**src/rtl/vga_scanout_pkg.sv**
```systemverilog
// Shared VGA definitions: pixel/framebuffer geometry, default 640x480 timing,
// the per-stage raster flag bundle and a clog2 helper for port widths.
package vga_scanout_pkg;

  localparam int PIXEL_SIZE_DEF = 8;
  localparam int WIDTH          = 160;
  localparam int HEIGHT         = 120;

  localparam int H_ACTIVE_DEF = 640;
  localparam int H_FP_DEF     = 16;
  localparam int H_SYNC_DEF   = 96;
  localparam int H_BP_DEF     = 48;
  localparam int V_ACTIVE_DEF = 480;
  localparam int V_FP_DEF     = 10;
  localparam int V_SYNC_DEF   = 2;
  localparam int V_BP_DEF     = 33;

  // Raster flags produced at the counter stage and carried down the delay line
  typedef struct packed {
    logic vis;
    logic hs_act;
    logic vs_act;
    logic in_fb;
  } raster_flags_t;

  // Bits needed to hold 0..value-1, never less than 1 so ports stay legal
  function automatic int clog2(input int value);
    int r;
    r = 1;
    while ((1 << r) < value) r = r + 1;
    return r;
  endfunction

endpackage

```
**src/rtl/vga_scanout_axis_counter.sv**
```systemverilog
// One raster axis: position counter with wrap, active/sync decode and a
// replication sub-counter that walks the framebuffer index without a divider.
module vga_axis_counter
  import vga_scanout_pkg::*;
#(
  parameter int ACTIVE  = H_ACTIVE_DEF,
  parameter int FP      = H_FP_DEF,
  parameter int SYNC    = H_SYNC_DEF,
  parameter int BP      = H_BP_DEF,
  parameter int SCALE   = 4,
  parameter int FB_SIZE = WIDTH,
  parameter int CW      = clog2(ACTIVE + FP + SYNC + BP + 1),
  parameter int IW      = clog2(FB_SIZE)
) (
  input  logic          clk,
  input  logic          reset,
  input  logic          ce,
  output logic [CW-1:0] cnt,
  output logic          wrap,
  output logic          vis,
  output logic          sync_act,
  output logic [IW-1:0] fb_idx,
  output logic          in_fb
);

  localparam int TOTAL = ACTIVE + FP + SYNC + BP;
  localparam int SW    = clog2(SCALE);

  localparam logic [CW-1:0] LAST       = CW'(TOTAL - 1);
  localparam logic [CW-1:0] ACT_END    = CW'(ACTIVE);
  localparam logic [CW-1:0] SYNC_START = CW'(ACTIVE + FP);
  localparam logic [CW-1:0] SYNC_END   = CW'(ACTIVE + FP + SYNC);
  localparam logic [SW-1:0] SUB_LAST   = SW'(SCALE - 1);
  localparam logic [IW-1:0] IDX_LAST   = IW'(FB_SIZE - 1);

  logic [SW-1:0] sub;

  assign wrap     = ce && (cnt == LAST);
  assign vis      = (cnt < ACT_END);
  assign sync_act = (cnt >= SYNC_START) && (cnt < SYNC_END);

  // Position, replication phase and framebuffer index; all restart on wrap
  always_ff @(posedge clk) begin
    if (reset) begin
      cnt    <= '0;
      sub    <= '0;
      fb_idx <= '0;
      in_fb  <= 1'b1;
    end else if (ce) begin
      if (cnt == LAST) begin
        cnt    <= '0;
        sub    <= '0;
        fb_idx <= '0;
        in_fb  <= 1'b1;
      end else begin
        cnt <= cnt + CW'(1);
        if (sub == SUB_LAST) begin
          sub <= '0;
          // Index sticks at the last entry; stepping past it leaves the image
          if (fb_idx == IDX_LAST) begin
            in_fb <= 1'b0;
          end else begin
            fb_idx <= fb_idx + IW'(1);
          end
        end else begin
          sub <= sub + SW'(1);
        end
      end
    end
  end

endmodule

```
**src/rtl/vga_scanout.sv**
```systemverilog
// VGA scanout: raster timing from clk gated by pix_ce, framebuffer address
// generation, read-latency matching of the timing flags, registered pins and
// a frame_done strobe at the start of vertical blanking.
module vga_scanout
  import vga_scanout_pkg::*;
#(
  parameter int                  H_ACTIVE   = H_ACTIVE_DEF,
  parameter int                  H_FP       = H_FP_DEF,
  parameter int                  H_SYNC     = H_SYNC_DEF,
  parameter int                  H_BP       = H_BP_DEF,
  parameter int                  V_ACTIVE   = V_ACTIVE_DEF,
  parameter int                  V_FP       = V_FP_DEF,
  parameter int                  V_SYNC     = V_SYNC_DEF,
  parameter int                  V_BP       = V_BP_DEF,
  parameter bit                  SYNC_POL   = 1'b0,
  parameter int                  PIXEL_SIZE = PIXEL_SIZE_DEF,
  parameter int                  FB_WIDTH   = WIDTH,
  parameter int                  FB_HEIGHT  = HEIGHT,
  parameter int                  SCALE      = 4,
  parameter int                  RD_LAT     = 1,
  parameter logic [PIXEL_SIZE-1:0] BORDER   = '0
) (
  input  logic                         clk,
  input  logic                         reset,
  input  logic                         pix_ce,
  output logic [clog2(FB_WIDTH)-1:0]   fb_col,
  output logic [clog2(FB_HEIGHT)-1:0]  fb_row,
  input  logic [PIXEL_SIZE-1:0]        fb_pixel,
  output logic [PIXEL_SIZE-1:0]        rgb,
  output logic                         hsync,
  output logic                         vsync,
  output logic                         de,
  output logic                         frame_done
);

  localparam int HCW = clog2(H_ACTIVE + H_FP + H_SYNC + H_BP + 1);
  localparam int VCW = clog2(V_ACTIVE + V_FP + V_SYNC + V_BP + 1);
  localparam int CIW = clog2(FB_WIDTH);
  localparam int RIW = clog2(FB_HEIGHT);

  localparam logic [VCW-1:0] V_LAST_ACT = VCW'(V_ACTIVE - 1);

  logic [HCW-1:0] h_cnt;
  logic [VCW-1:0] v_cnt;
  logic           h_wrap, v_wrap;
  logic           h_vis, v_vis, h_sync, v_sync, h_in, v_in;

  raster_flags_t  cur, dly;

  vga_axis_counter #(
    .ACTIVE(H_ACTIVE), .FP(H_FP), .SYNC(H_SYNC), .BP(H_BP),
    .SCALE(SCALE), .FB_SIZE(FB_WIDTH), .CW(HCW), .IW(CIW)
  ) u_h (
    .clk(clk), .reset(reset), .ce(pix_ce),
    .cnt(h_cnt), .wrap(h_wrap), .vis(h_vis), .sync_act(h_sync),
    .fb_idx(fb_col), .in_fb(h_in)
  );

  // The vertical axis steps once per completed line
  vga_axis_counter #(
    .ACTIVE(V_ACTIVE), .FP(V_FP), .SYNC(V_SYNC), .BP(V_BP),
    .SCALE(SCALE), .FB_SIZE(FB_HEIGHT), .CW(VCW), .IW(RIW)
  ) u_v (
    .clk(clk), .reset(reset), .ce(h_wrap),
    .cnt(v_cnt), .wrap(v_wrap), .vis(v_vis), .sync_act(v_sync),
    .fb_idx(fb_row), .in_fb(v_in)
  );

  // Frame wrap and raw h position are not needed beyond the counters
  logic unused_ok;
  assign unused_ok = &{1'b0, v_wrap, h_cnt};

  assign cur = '{vis: h_vis & v_vis, hs_act: h_sync, vs_act: v_sync,
                 in_fb: h_in & v_in};

  generate
    if (RD_LAT == 0) begin : g_nolat
      assign dly = cur;
    end else begin : g_lat
      raster_flags_t pipe [RD_LAT];
      // Hold the flags back until the matching pixel arrives from the framebuffer
      always_ff @(posedge clk) begin
        if (reset) begin
          for (int i = 0; i < RD_LAT; i++) pipe[i] <= '0;
        end else if (pix_ce) begin
          pipe[0] <= cur;
          for (int i = 1; i < RD_LAT; i++) pipe[i] <= pipe[i-1];
        end
      end
      assign dly = pipe[RD_LAT-1];
    end
  endgenerate

  // Pin registers: aligned sync/de/rgb, holding between pixel beats
  always_ff @(posedge clk) begin
    if (reset) begin
      de    <= 1'b0;
      rgb   <= '0;
      hsync <= ~SYNC_POL;
      vsync <= ~SYNC_POL;
    end else if (pix_ce) begin
      de    <= dly.vis;
      rgb   <= dly.vis ? (dly.in_fb ? fb_pixel : BORDER) : '0;
      hsync <= dly.hs_act ? SYNC_POL : ~SYNC_POL;
      vsync <= dly.vs_act ? SYNC_POL : ~SYNC_POL;
    end
  end

  // One-clk strobe as the raster enters vertical blanking (swap is safe)
  always_ff @(posedge clk) begin
    if (reset) begin
      frame_done <= 1'b0;
    end else begin
      frame_done <= h_wrap && (v_cnt == V_LAST_ACT);
    end
  end

endmodule

```
**config.mk**
```make
export PLATFORM = sky130hd
export DESIGN_NAME = vga_scanout
export DESIGN_NICKNAME = d
export VERILOG_FILES = /design/src/rtl/vga_scanout_pkg.sv /design/src/rtl/vga_scanout_axis_counter.sv /design/src/rtl/vga_scanout.sv
export SDC_FILE = /design/constraint.sdc
export NUM_CORES = 1
export LEC_CHECK = 0
export ABC_AREA = 1
export CAP_MARGIN = 15
export CORE_ASPECT_RATIO = 0.5
export CORE_MARGIN = 2
export CORE_UTILIZATION = 52
export CTS_BUF_LIST = sky130_fd_sc_hd__clkbuf_8
export DETAILED_ROUTE_END_ITERATION = 10
export PLACE_DENSITY = 0.86
export SYNTH_ARGS = -nofsm -noshare
export SYNTH_HDL_FRONTEND = slang
export SYNTH_SLANG_ARGS = --single-unit
```
**constraint.sdc**
```tcl
create_clock -name clk -period 4.32 [get_ports clk]
set_clock_uncertainty 0.15 [all_clocks]
set_input_delay 0.648 -clock clk [delete_from_list [all_inputs] [get_ports clk]]
set_output_delay 0.648 -clock clk [all_outputs]
set_load 0.01 [all_outputs]
```
== Word-level counts from Yosys, hierarchy flattened ==
Memory sizes are Yosys's and may differ from the RTL's.
Cells that the tools add are included.

* Bits in registers: 53
* Bits in writable memories: 4
* Input port bits: 11
* Output and inout port bits: 27
* Memories kept: 1

* $add $sub $neg: 6
* Magnitude comparators: 6
* Equality and inequality tests: 9
* Muxes and demuxes: 29
* Bitwise logic cells: 2
* Reductions and logical operators: 13

{| class="wikitable"
|+ Memories
! name !! depth !! bits a word !! rd ports !! clocked after Yosys merged registers in !! wr ports !! line !! source
|-
| g_lat.pipe || 1 || 4 || 1 || 0 || 1 || vga_scanout.sv:80 || <nowiki>raster_flags_t pipe [RD_LAT];</nowiki>
|}

{| class="wikitable"
|+ Operators by type and width
! kind !! count
|-
| $mux W8 || 5
|-
| $mux W7 || 3
|-
| $add A10 B1 Y10 const B || 2
|-
| $eq A10 B10 Y1 const B || 2
|-
| $lt A10 B10 Y1 const B || 2
|-
| $lt A10 B9 Y1 const B || 2
|-
| $mux W10 || 2
|-
| $mux W1 || 14
|-
| $reduce_and A3 Y1 || 4
|-
| $eq A10 B9 Y1 const B || 1
|-
| $ge A10 B10 Y1 const B || 1
|-
| $ge A10 B9 Y1 const B || 1
|-
| $add A8 B1 Y8 const B || 1
|-
| $eq A8 B8 Y1 const B || 1
|-
| $mux W2 || 4
|-
| $reduce_bool A2 Y1 || 4
|-
| $add A7 B1 Y7 const B || 1
|-
| $eq A7 B7 Y1 const B || 1
|-
| $add A2 B1 Y2 const B || 2
|-
| $eq A2 B2 Y1 const B || 2
|-
| $logic_and A1 B1 Y1 || 4
|-
| $mux W4 || 1
|-
| $ne A2 B1 Y1 const B || 2
|-
| $reduce_or A4 Y1 || 1
|-
| $and A1 B1 Y1 || 2
|}

== Depth between registers and ports, before layout ==
* Depth after elaboration: 5
* Mapped depth: 11
* Gate-level depth less buffers: 11

== By module ==
A second synthesis with hierarchy kept.

* Cells, all modules: 434
* Area, all modules: 3,029.2 um^2

{| class="wikitable"
|+ Modules (own cells, without submodules)
! module !! times used !! cells an instance !! area each (um^2) !! sequential area each (um^2)
|-
| vga_axis_counter (u_h) || 1 || 184 || 1,238.7 || 420.4
|-
| vga_axis_counter (u_v) || 1 || 175 || 1,159.9 || 400.4
|-
| vga_scanout || 1 || 75 || 630.6 || 360.3
|}

== Least setup slack after synthesis ==
No wires, ideal clock.

* Kind: input -> register
* From: in reset
* To: reg u_h.sub[1]
* Arrival: 1.481 ns
* Setup slack: 2.572 ns
* Stages: 5
* Buffers on the path: 1
* Cells stage by stage: clkbuf_2 -> clkinv_1 -> nand2_1 -> inv_1 -> a32o_1

{| class="wikitable"
|+ RTL lines
! what !! line !! source
|-
| start, declared || vga_scanout.sv:24 || <nowiki>input logic reset,</nowiki>
|-
| end signal, assigned || vga_scanout_axis_counter.sv:66 || <nowiki>sub <= sub + SW'(1);</nowiki>
|-
| end, declared || vga_scanout_axis_counter.sv:36 || <nowiki>logic [SW-1:0] sub;</nowiki>
|}

==> impl_metrics.csv <==
group,metric,value,unit
status,outcome,"complete, no violations",
die,core,5540,µm²
die,boundaryPins,38,
sta,slew-limit-headroom,0.620,
clock_network,clockBufferDepth,2,
sta,finalWorstSetupSlack,1.86,ns
place,place.gp.congestion,0.892,
logic_synthesis,async_flop_share,0,
power_and_ir_drop,leakage,0.00153,µW
cells_and_area,layout_common_cells,"112 x nand2_1, 61 x nor2_1, 53 x inv_1, 53 x dfxtp_1, 41 x nand3_1",
cells_and_area,stdcell_count,553,
worst_setup_path,slowest_stage,"clkdlybuf4s50_1",
worst_setup_path,critPathBufInv,2,
cells_and_area,final_common_cell,"nand2_1",
flow_run,maxCapViolations,0,
sta,drv_slew,0,
logic_synthesis,synth_nets,452,
detailed_routing,vias_per_cell,5.15,
logic_synthesis,synthAdderAreaFrac,0.0333,
grt,overflow,0,
worst_setup_path,crit_chain,"clkdlybuf4s50_1 > inv_1 > nor3_2 > nand2_1 > nor2_1 > nand3_1 > nand2_1 > nor2_1",
logic_synthesis,synthDistinctLibCells,38,
logic_synthesis,yosysWarnings,0,
sta,rsz0062_at_grt,"no",
clock_network,cts_setup_buffers,0,
power_and_ir_drop,ir_drop,207,µV
cells_and_area,areaGrowthSynthToFinish,22.6,%
clock_network,clock_latency,0.34,ns
sta,setup_tns,0,ns
sta,min_period_over_period,0.569,
cells_and_area,final_layout_size_suffix_gt1_frac,0.0833,
grt,grt_util_all_layers,0.224,
worst_setup_path,path_class,"primary input to flop",
clock_network,cts_resized,0,
clock_network,hold_buffers,0,
worst_setup_path,cp_max_fo,13,
clock_network,cts.sinks,57,
worst_setup_path,cp.required,4.41,ns
worst_setup_path,end_kind,"flop",
cells_and_area,fill_cells,432,
logic_synthesis,synth_top_family_by_area,"simple AND/OR/NAND/NOR gates",
logic_synthesis,yosys.area_share.simple,0.381,
logic_synthesis,seq_area_frac_synth,0.393,
die,fp.dieW,112,µm
sta,hold_viol_final,0,
logic_synthesis,synth.avg_cell_area,6.95,µm²
worst_setup_path,crit_family,"buffers and inverters",
place,dp_hpwl,4770,µm
logic_synthesis,netlist_instances,433,
logic_synthesis,synth-xor-area-share,0.0233,
logic_synthesis,synth-edff-count,4,
clock_network,root_buffer,"clkbuf_8",
detailed_routing,firstDrtPassIters,5,
cells_and_area,antenna_cells,0,
detailed_routing,drc,0,
hold_path,min_path_type,"flop to flop",
grt,grt_max_degree,25,
sta,max_freq,0.407,GHz
clock_network,htree_levels,3,
place,dp.cells,537,
detailed_routing,drtIter0Drc,202,
die,fp.dieArea,6450,µm²
grt,antenna_found_initial,0,
place,dp_slack,1.53,ns
logic_synthesis,syn_area,3010,µm²
place,portBuffers,37,
cells_and_area,final_nets,494,
worst_setup_path,startpoint_type,"primary input",
die,start_util,0.543,
detailed_routing,antenna_left,0,
worst_setup_path,crit_arrival,2.54,ns
logic_synthesis,ys_ff_latch,57,
sta,tightest_slew,0.569,ns
die,fp.dieH,57.8,µm
clock_network,cts_buffers,9,
sta,finalCriticalPeriod,2.46,ns
power_and_ir_drop,powerDensity,325,nW/µm²
detailed_routing,avgRoutedWirePerCell,12.3,µm
cells_and_area,seq_area,1180,µm²
detailed_routing,wl,6780,µm
sta,setup-violations-final,0,
logic_synthesis,synth_compound_area_frac,0.0849,
grt,grt_first_pass_wirelength,11500,µm
logic_synthesis,synthFlopType,"dfxtp_1",
die,row_count,19,
clock_network,path_clk_slew,0.07,ns
detailed_routing,vias,2849,
clock_network,cts_tree,"done",
worst_setup_path,slowest_delay,0.83,ns
grt,grt_pass1_vias,2518,
cells_and_area,multi_input_area,1570,µm²
logic_synthesis,synth.area.mux_share,0,
[area by class of cell]
type | count | share of cell area
tap | 73 | 0.0248
timing repair buffer | 39 | 0.105
multi-input combinational | 311 | 0.427
clock buffer | 9 | 0.0336
clock inverter | 7 | 0.0322
inverter | 57 | 0.0580
sequential | 57 | 0.320
[worst register-to-register path, stage by stage (launching register included)]
cell	delay (ns)
dfxtp_1	0.39
inv_1	0.09
ha_1	0.17
nand2_1	0.06
nor2_1	0.10
nand4_1	0.30
o21ai_2	0.26
nand2_1	0.20
nand2_1	0.09
a21oi_1	0.07
[cells in the mapped netlist, types with 5 or more instances]
cell type	n	area share
a21oi_1	26	0.043
dfxtp_1	53	0.35
ha_1	8	0.033
inv_1	53	0.066
nand2_1	112	0.14
nand3_1	41	0.068
nand4_1	8	0.017
nor2_1	61	0.076
nor3_1	6	0.010
o21ai_0	13	0.022
xor2_1	5	0.015
[routing by layer]
layer | vias up | GRT usage | wire length, µm
met5 | - | 0 | 0
met4 | 0 | 0.0970 | 116
met3 | 11 | 0.0732 | 413
met2 | 84 | 0.375 | 3190
met1 | 1274 | 0.272 | 3060
li1 | 1480 | - | -
[registers in the layout, indices dropped and copies added (netlist names)]
register	count
hsync	1
g_lat.pipe	4
u_v.sub	2
u_v.fb_idx	7
u_h.fb_idx	8
u_h.in_fb	1
u_h.cnt	10
rgb	8
de	1
u_v.cnt	10
u_h.sub	2
vsync	1
u_v.in_fb	1
frame_done	1
[cell families (layout without fill, tap and decap cells)]
| kind of cell | after synthesis | in the layout |
|---|---|---|
| buffers and inverters | 65 | 112 |
| DFF | 57 | 57 |
| adders and majority gates | 8 | 8 |
| AOI/OAI and AO/OA | 47 | 47 |
| and+or+nand+nor | 248 | 248 |
| xor gates and xnor gates | 8 | 8 |
[where the power goes]
group | leakage, µW | internal (µW) | switching [µW]
sequential | 0.000472 | 540 | 6.32
combinational | 0.000940 | 21.1 | 27.2
clock | 0.000115 | 382 | 220
total | 0.00153 | 943 | 253
[path summary, 6_finish.rpt]
check	from	end	slack, ns	cells after the start
worst max-delay path	pix_ce	u_h.cnt[9]	1.86	8
worst min-delay path	g_lat.pipe[0][1]	vsync	0.26	1
worst max register to register	u_v.cnt[0]	u_v.fb_idx[0]	2.33	9
worst min register to register	g_lat.pipe[0][1]	vsync	0.26	1
[metrics by stage]
stage               total power (µW)  area [µm²]  hold WS, ns   util
floorplan                        583        3010        0.249      -
global placement                 604        3440        0.262  0.622
detailed placement               606        3440        0.261  0.622
CTS                             1200        3690        0.270  0.666
global route                    1240        3690        0.286  0.666
finish                          1200        3690        0.263  0.666
Note: power is estimated with default switching activity, not from simulation.
